`src/rtl/pentary_mem_pkg.sv`:
```
// Shared types and helpers for the pentary memory bridge and its checkers.
// Latency: n/a (types, constants and a pure function only).
// Backpressure: n/a.
//
// Digit encoding: 3 bits per pentary digit, codes 0..4 mean -2..+2, 5..7 illegal.
package pentary_mem_pkg;

  typedef enum logic [1:0] {
    IDLE     = 2'd0,
    REQ      = 2'd1,
    WAIT_RSP = 2'd2,
    DONE     = 2'd3
  } state_e;

  localparam int                 DIGIT_W    = 3;
  localparam int                 NUM_DIGITS = 16;
  localparam logic [DIGIT_W-1:0] DIGIT_MAX  = 3'd4;

  function automatic logic digit_legal(input logic [DIGIT_W-1:0] digit);
    return digit <= DIGIT_MAX;
  endfunction

endpackage

```
`src/rtl/pentary_digit_check.sv`:
```
// Flags a word containing any illegal pentary digit code (5..7).
// Latency: purely combinational, zero cycles.
// Backpressure: none; shared with the cache fill path.
//
// Ports:
//   word        in   DATA_W  word to inspect, DIGIT_W bits per digit from bit 0
//   any_illegal out  1       high when at least one digit code exceeds DIGIT_MAX
module pentary_digit_check
  import pentary_mem_pkg::*;
#(
  parameter int DATA_W = 48
) (
  input  logic [DATA_W-1:0] word,
  output logic              any_illegal
);

  localparam int N_DIG = DATA_W / DIGIT_W;

  always_comb begin
    any_illegal = 1'b0;
    for (int i = 0; i < N_DIG; i++) begin
      if (!digit_legal(word[i*DIGIT_W +: DIGIT_W])) begin
        any_illegal = 1'b1;
      end
    end
  end

endmodule

```
`src/rtl/pentary_mem_bridge.sv`:
```
// Converts the L2 level-held request / mem_ready-pulse port into a registered
// valid/ready request channel plus a one-strobe response channel.
// Latency: request seen in N -> bus_req_valid N+1 -> mem_ready N+3 at best.
// Backpressure: bus_req_* held stable until bus_req_ready; the core holds its
// request until the one-cycle mem_ready pulse.
//
// Ports:
//   clk, reset (async, active low)
//   mem_addr/mem_read/mem_write/mem_write_data  core request (level held)
//   mem_read_data/mem_ready                     core completion (one-cycle pulse)
//   bus_req_valid/ready/write/addr/wdata        request channel
//   bus_rsp_valid/bus_rsp_rdata                 response strobe
//   err_clear, err_timeout/err_digit/err_spurious  sticky fault flags
//   busy                                        high whenever not IDLE
module pentary_mem_bridge
  import pentary_mem_pkg::*;
#(
  parameter int ADDR_W  = 48,
  parameter int DATA_W  = 48,
  parameter int TIMEOUT = 256
) (
  input  logic              clk,
  input  logic              reset,
  input  logic [ADDR_W-1:0] mem_addr,
  input  logic              mem_read,
  input  logic              mem_write,
  input  logic [DATA_W-1:0] mem_write_data,
  output logic [DATA_W-1:0] mem_read_data,
  output logic              mem_ready,
  output logic              bus_req_valid,
  input  logic              bus_req_ready,
  output logic              bus_req_write,
  output logic [ADDR_W-1:0] bus_req_addr,
  output logic [DATA_W-1:0] bus_req_wdata,
  input  logic              bus_rsp_valid,
  input  logic [DATA_W-1:0] bus_rsp_rdata,
  input  logic              err_clear,
  output logic              err_timeout,
  output logic              err_digit,
  output logic              err_spurious,
  output logic              busy
);

  localparam int CNT_W = (TIMEOUT > 2) ? $clog2(TIMEOUT) : 1;

  state_e            state_q, state_d;
  logic [CNT_W-1:0]  cnt_q, cnt_d;
  logic              vld_q, vld_d;
  logic              wr_q, wr_d;
  logic [ADDR_W-1:0] addr_q, addr_d;
  logic [DATA_W-1:0] wdata_q, wdata_d;
  logic [DATA_W-1:0] rdata_q, rdata_d;
  logic              rdy_q, rdy_d;
  logic              to_q, to_d;
  logic              dig_q, dig_d;
  logic              spur_q, spur_d;
  logic              wdata_illegal;
  logic              set_to, set_dig, set_spur;

  pentary_digit_check #(
    .DATA_W(DATA_W)
  ) u_digit_check (
    .word       (mem_write_data),
    .any_illegal(wdata_illegal)
  );

  always_comb begin
    state_d  = state_q;
    cnt_d    = cnt_q;
    vld_d    = vld_q;
    wr_d     = wr_q;
    addr_d   = addr_q;
    wdata_d  = wdata_q;
    rdata_d  = rdata_q;
    rdy_d    = 1'b0;
    set_to   = 1'b0;
    set_dig  = 1'b0;
    // Any response strobe outside WAIT_RSP (including late ones after a
    // timeout) is dropped and only recorded.
    set_spur = bus_rsp_valid && (state_q != WAIT_RSP);

    unique case (state_q)
      IDLE: begin
        if (mem_read || mem_write) begin
          addr_d  = mem_addr;
          wdata_d = mem_write_data;
          wr_d    = mem_write;              // write wins when both are set
          vld_d   = 1'b1;
          set_dig = mem_write && wdata_illegal;
          state_d = REQ;
        end
      end
      REQ: begin
        if (bus_req_ready) begin
          vld_d   = 1'b0;
          cnt_d   = '0;
          state_d = WAIT_RSP;
        end
      end
      WAIT_RSP: begin
        cnt_d = cnt_q + CNT_W'(1);
        // Response is tested first so it beats a same-cycle expiry.
        if (bus_rsp_valid) begin
          rdata_d = wr_q ? '0 : bus_rsp_rdata;
          rdy_d   = 1'b1;
          state_d = DONE;
        end else if (cnt_q == CNT_W'(TIMEOUT - 1)) begin
          rdata_d = '0;
          set_to  = 1'b1;
          rdy_d   = 1'b1;
          state_d = DONE;
        end
      end
      DONE: begin
        state_d = IDLE;
      end
      default: begin
        state_d = IDLE;
      end
    endcase

    // Sticky flags: a set event in the clear cycle wins.
    to_d   = (to_q   && !err_clear) || set_to;
    dig_d  = (dig_q  && !err_clear) || set_dig;
    spur_d = (spur_q && !err_clear) || set_spur;
  end

  always_ff @(posedge clk or negedge reset) begin
    if (!reset) begin
      state_q <= IDLE;
      cnt_q   <= '0;
      vld_q   <= 1'b0;
      wr_q    <= 1'b0;
      addr_q  <= '0;
      wdata_q <= '0;
      rdata_q <= '0;
      rdy_q   <= 1'b0;
      to_q    <= 1'b0;
      dig_q   <= 1'b0;
      spur_q  <= 1'b0;
    end else begin
      state_q <= state_d;
      cnt_q   <= cnt_d;
      vld_q   <= vld_d;
      wr_q    <= wr_d;
      addr_q  <= addr_d;
      wdata_q <= wdata_d;
      rdata_q <= rdata_d;
      rdy_q   <= rdy_d;
      to_q    <= to_d;
      dig_q   <= dig_d;
      spur_q  <= spur_d;
    end
  end

  assign mem_read_data = rdata_q;
  assign mem_ready     = rdy_q;
  assign bus_req_valid = vld_q;
  assign bus_req_write = wr_q;
  assign bus_req_addr  = addr_q;
  assign bus_req_wdata = wdata_q;
  assign err_timeout   = to_q;
  assign err_digit     = dig_q;
  assign err_spurious  = spur_q;
  assign busy          = (state_q != IDLE);

endmodule

```
`config.mk`:
```
export PLATFORM = sky130hd
export DESIGN_NAME = pentary_mem_bridge
export DESIGN_NICKNAME = d
export VERILOG_FILES = /design/src/rtl/pentary_mem_pkg.sv /design/src/rtl/pentary_digit_check.sv /design/src/rtl/pentary_mem_bridge.sv
export SDC_FILE = /design/constraint.sdc
export NUM_CORES = 1
export LEC_CHECK = 0
export BUFFER_PORTS_ARGS = -buffer_cell sky130_fd_sc_hd__buf_2
export CAP_MARGIN = 20
export CELL_PAD_IN_SITES_DETAIL_PLACEMENT = 1
export CELL_PAD_IN_SITES_GLOBAL_PLACEMENT = 2
export CORE_AREA = 2 2 142 144
export CTS_BUF_LIST = sky130_fd_sc_hd__clkbuf_4 sky130_fd_sc_hd__clkbuf_8
export DETAILED_ROUTE_END_ITERATION = 8
export DIE_AREA = 0 0 144 146
export GPL_ROUTABILITY_DRIVEN = 0
export GPL_TIMING_DRIVEN = 0
export HOLD_SLACK_MARGIN = 0.08
export PLACE_DENSITY_LB_ADDON = 0.08
export SLEW_MARGIN = 20
export SYNTH_ARGS = -nofsm -noshare
export SYNTH_HDL_FRONTEND = slang
export SYNTH_HIERARCHICAL = 1
export SYNTH_SLANG_ARGS = --single-unit
```
`constraint.sdc`:
```
create_clock -name clk -period 4.7 [get_ports clk]
set_clock_uncertainty 0.1 [all_clocks]
set_input_delay 0.94 -clock clk [delete_from_list [all_inputs] [get_ports clk]]
set_output_delay 0.94 -clock clk [all_outputs]
set_load 0.02 [all_outputs]
```
# ---- Yosys cells after proc, flatten, opt, wreduce, memory -nomap -nowiden
# Index checks and enable logic that the tools add are counted.
dict set report word_totals {
  ff_bits 160
  output_inout_bits 151
  word_cells 92
}
dict set report op_classes {
  n_addsub 1
  magnitude_cmp 16
  eq_ne 8
  muxes 36
  n_reduce_logical 20
}
# cell n
set ops {}
lappend ops {{$mux 48} 3}
lappend ops {{$le 3x3->1 const B} 16}
lappend ops {{$mux 1} 25}
lappend ops {{$pmux 8 s2} 1}
lappend ops {{$add 8x1->8 const B} 1}
lappend ops {{$eq 8x8->1 const B} 1}
lappend ops {{$mux 2} 4}
lappend ops {{$mux 8} 1}
lappend ops {{$pmux 2 s4} 1}
lappend ops {{$reduce_bool 2->1} 4}
lappend ops {{$ne 2x2->1 const B} 3}
lappend ops {{$reduce_and 2->1} 3}
lappend ops {{$reduce_and 3->1} 2}
lappend ops {{$logic_and 1x1->1} 5}
lappend ops {{$eq 2x2->1 const B} 2}
lappend ops {{$logic_or 1x1->1} 4}
lappend ops {{$ne 3x3->1 const B} 1}
lappend ops {{$eq 2x1->1 const B} 1}
lappend ops {{$logic_not 2->1} 1}
lappend ops {{$pmux 1 s2} 1}
lappend ops {{$logic_not 1->1} 1}

# ---- Depth between registers and ports, before layout
dict set report depth {
  ltp_word 21
  mapped_depth 7
}

# ---- Cells and area by module
# Netlist, hierarchy kept.
# module instances cells_per_inst area_per_inst_um2 seq_area_each_um2
set by_module_without_submodules {}
lappend by_module_without_submodules {pentary_mem_bridge 1 390 6049.6 4003.8}
lappend by_module_without_submodules {pentary_digit_check 1 21 116.4 0.0}

# ---- Least setup slack after synthesis
# No wires, ideal clock.
dict set report synth_path {
  kind {input to register}
  startpoint {in mem_write}
  endpoint {reg wdata_q[27] (netlist: bus_req_wdata[27])}
  setup_ps 125
  t_arrival_ps 1874
  path_slack_ps 2602
  stages 4
  path_buffers 2
  path_cell_list {o21ai_2 buf_2 buf_4 mux2_2}
}
dict set report synth_via {
  elab_chain_cells 2
}
# element line
set synth_rtl {}
lappend synth_rtl {{start: declaration} pentary_mem_bridge.sv:26} ;# input logic mem_write,
lappend synth_rtl {{$logic_or 1x1->1} pentary_mem_bridge.sv:84} ;# if (mem_read || mem_write) begin
lappend synth_rtl {{$reduce_and 2->1 (no line)} --}
lappend synth_rtl {{end signal: assignment} pentary_mem_bridge.sv:147} ;# wdata_q <= wdata_d;
lappend synth_rtl {{end: declaration} pentary_mem_bridge.sv:51} ;# logic [DATA_W-1:0] wdata_q, wdata_d;
# No other way between the ends.
# A chain may end at the register's enable or synchronous reset.

# ---- Worst setup path in the final report
dict set report layout_path {
  startpoint {reg state_q[0]}
  endpoint {out busy}
}
dict set report layout_via {
  elab_chain_cells 1
}
# element line
set layout_rtl {}
lappend layout_rtl {{start: declaration} pentary_mem_bridge.sv:46} ;# state_e state_q, state_d;
lappend layout_rtl {{start signal: assignment} pentary_mem_bridge.sv:142} ;# state_q <= state_d;
lappend layout_rtl {{$reduce_bool 2->1} pentary_mem_bridge.sv:165} ;# assign busy = (state_q != IDLE);
lappend layout_rtl {{end: declaration} pentary_mem_bridge.sv:41} ;# output logic busy
# No other way between the ends.

==> reports/metrics.cfg <==
[outcome]
run_status = complete, no violations

[worst_setup_path]
rrSetupSlack_ns = 2.62
r2r.worst_path.cells = 6
crit_start = state_q[0]$_DFFE_PN0P_
path_common_cell = inv_1
rr_endpoint = bus_req_wdata[38]$_DFFE_PN0P_
crit_arrival_ns = 1.52
crit_cells = 4
rr_startpoint = state_q[0]$_DFFE_PN0P_
critPathCaptureType = output port
cp_slowest_cell = dfrtp_1
cp-start-kind = flip-flop
crit_chain = inv_1, ha_1, inv_1, buf_2
max_stage_delay_ns = 0.40
criticalPathCategory = reg2out
cp_max_fo = 6
cp-endpoint = busy
path_buf_inv = 3
worst_path_dominant_cell_family = flip-flops
required_ns = 3.66

[logic_synthesis]
synth_edf_count = 0
yosys.area_share.simple_pct = 3.02
synth_area_mm2 = 0.00617
ys_ff_latch = 160
synth_xor_area_share_pct = 0.284
synth_flop_cell = dfrtp_1
synth_compound_area_share_pct = 10.5
synthArstFlopShare_pct = 100
synth_top_cell_by_area = dfrtp_1
yosys_warnings = 6
synth_nets = 566
synthTopCellsByCount = 160 x dfrtp_1, 98 x mux2_2, 52 x a22o_1
synth.area.top_cells = dfrtp_1 65%, mux2_2 18%, a22o_1 7.4%
synth_top_family_by_area = multiplexers
yosysSeqAreaShare_pct = 64.9
synth_cell_type_count = 35
synthAdderAreaFrac_pct = 0.812
syn_inst = 411
yosysMostFrequentCell = dfrtp_1
synth_top_area_share_pct = 64.9
muxShareOfSynthArea_pct = 18.1
avgSynthCellArea_um2 = 15.0

[sta]
tns_ns = 0
tightest_slew_ns = 0.723
hold_viol_final = 0
maxSlewHeadroom_pct = 50.4
fmax_ghz = 0.390
final_max_slew_viol_count = 0
finalCritPeriodShare_pct = 54.6
setup_viol = 0
rsz0062_at_grt = no
min_period_ns = 2.56

[die]
die_h_um = 146
num_rows = 51
dieWidth_um = 144
initial_core_util_pct = 31.9
dieArea_mm2 = 0.0210
fp.coreArea_mm2 = 0.0193
io_pins = 302

[layout]
area_growth_pct = 37.7
fill_cells = 2141
nNetsFinal = 887
final_util_pct = 43.9
drive_gt1_share_pct = 60.8

[detailed_routing]
routedWlPerCell_um = 18.7
ant_nets = 0
firstDrtPassIters = 4
drtIter0Drc = 122
remaining_drc_errors = 0
num_vias = 4760
vias_per_cell = 4.69
routed_wl_um = 19000

[run]
drv_cap = 0

[hold_path]
hp-class = in2async

[clocking]
clk_pin_slew_ns = 0.08
clockBufferDepth = 2
cts_tree = built
cts_setup_buffers = 0
postCtsResizedCells = 0
root_buffer = clkbuf_8
numCtsBuffers = 17
cts_max_level = 4
postCtsHoldBufs = 0
cts_sinks = 160
clk_latency_ns = 0.45

[global_route]
grt_pass1_vias = 5231
grt_util_all_layers_pct = 18.4
grt.met1_usage_pct = 19.5
globalRouteMet3Util_pct = 7.24
met2_usage_pct = 32.6
busiest_layer = met2
grt_overflow = 0
antenna_found_initial = 6
grt_pass1_wl_um = 29300
grt_start_max_net_pins = 98

[power]
p_leak_nw = 4.30
powerDensity_mw_per_mm2 = 745
vdd_drop_max_mv = 0.251

[placed_design]
portBuffers = 301
hpwlAfterDp_um = 14800

==> power breakdown <==
part           switching, mW  internal [mW]
sequential             0.327           2.02
clock                  0.533          0.570
combinational           1.67           1.21
total                   2.53           3.80
==> metrics by stage <==
| stage | power [mW] | setup WS (ns) | hold WS, ns | area (um^2) | instances |
|---|---|---|---|---|---|
| after global routing | 6.73 | 2.02 | 0.323 | 8490 | 1015 |
| after CTS | 6.43 | 2.10 | 0.314 | 8470 | 1010 |
| final | 6.33 | 2.14 | 0.306 | 8490 | 1016 |
| after detailed placement | 5.30 | 2.02 | 0.388 | 8040 | 978 |
| after global placement | 5.20 | 0.0788 | 0.382 | 8000 | 977 |
| after floorplan | 4.19 | 2.60 | 0.385 | 6170 | 411 |
==> per-layer routing <==
| layer | part of all wire, % | routed length, um | up-vias |
|---|---|---|---|
| met5 | 0 | 0 | - |
| li1 | - | - | 2156 |
| met4 | 2.1 | 393 | 0 |
| met2 | 53 | 10100 | 173 |
| met3 | 8.8 | 1670 | 25 |
| met1 | 36 | 6840 | 2406 |
==> cell families after synthesis <==
group | count (synthesis)
AO/OA/AOI/OAI | 84
adder cells (fa/ha/maj) | 4
flip-flops | 160
buffers and inverters | 28
XOR/XNOR | 2
multiplexers | 99
AND/OR/NAND/NOR | 34
==> state kept, by name, indices dropped and copies added (netlist names) <==
register,flops
bus_req_addr,48
bus_req_valid,1
bus_req_wdata,48
bus_req_write,1
cnt_q,8
err_digit,1
err_spurious,1
err_timeout,1
mem_read_data,48
mem_ready,1
state_q,2
==> cell type report <==
| type | instances | area [um^2] | area share [%] |
|---|---|---|---|
| Sequential cell | 160 | 4000 | 47.2 |
| Multi-Input combinational cell | 223 | 2010 | 23.7 |
| Timing Repair Buffer | 302 | 1540 | 18.2 |
| Tap cell | 265 | 332 | 3.91 |
| Clock buffer | 21 | 277 | 3.26 |
| Clock inverter | 11 | 156 | 1.84 |
| Buffer | 21 | 121 | 1.43 |
| Inverter | 7 | 26.3 | 0.310 |
| Antenna cell | 6 | 15.0 | 0.177 |
==> how the worst min path moves through the flow <==
stage                                        from  slack (ns)                             to  cells after the start
detailed placement  mem_read_data[21]$_DFFE_PN0P_        0.39  mem_read_data[21]$_DFFE_PN0P_                      1
floorplan                    cnt_q[0]$_DFFE_PN0P_        0.39           cnt_q[0]$_DFFE_PN0P_                      1
global placement     mem_read_data[5]$_DFFE_PN0P_        0.38   mem_read_data[5]$_DFFE_PN0P_                      1
CTS                                         reset        0.31           cnt_q[4]$_DFFE_PN0P_                      1
finish                                      reset        0.31           cnt_q[4]$_DFFE_PN0P_                      1
global route                                reset        0.32           cnt_q[6]$_DFFE_PN0P_                      1
==> layout by cell type (no fill, tap or decap), types with 6 or more instances in the layout <==
| master | count |
|---|---|
| a22o_1 | 52 |
| buf_2 | 313 |
| clkbuf_8 | 19 |
| dfrtp_1 | 160 |
| diode_2 | 6 |
| inv_1 | 7 |
| mux2_2 | 98 |
| nand2_1 | 9 |
| o21ai_0 | 10 |
| o21ai_1 | 9 |
Power figures use the tool's default switching activity.
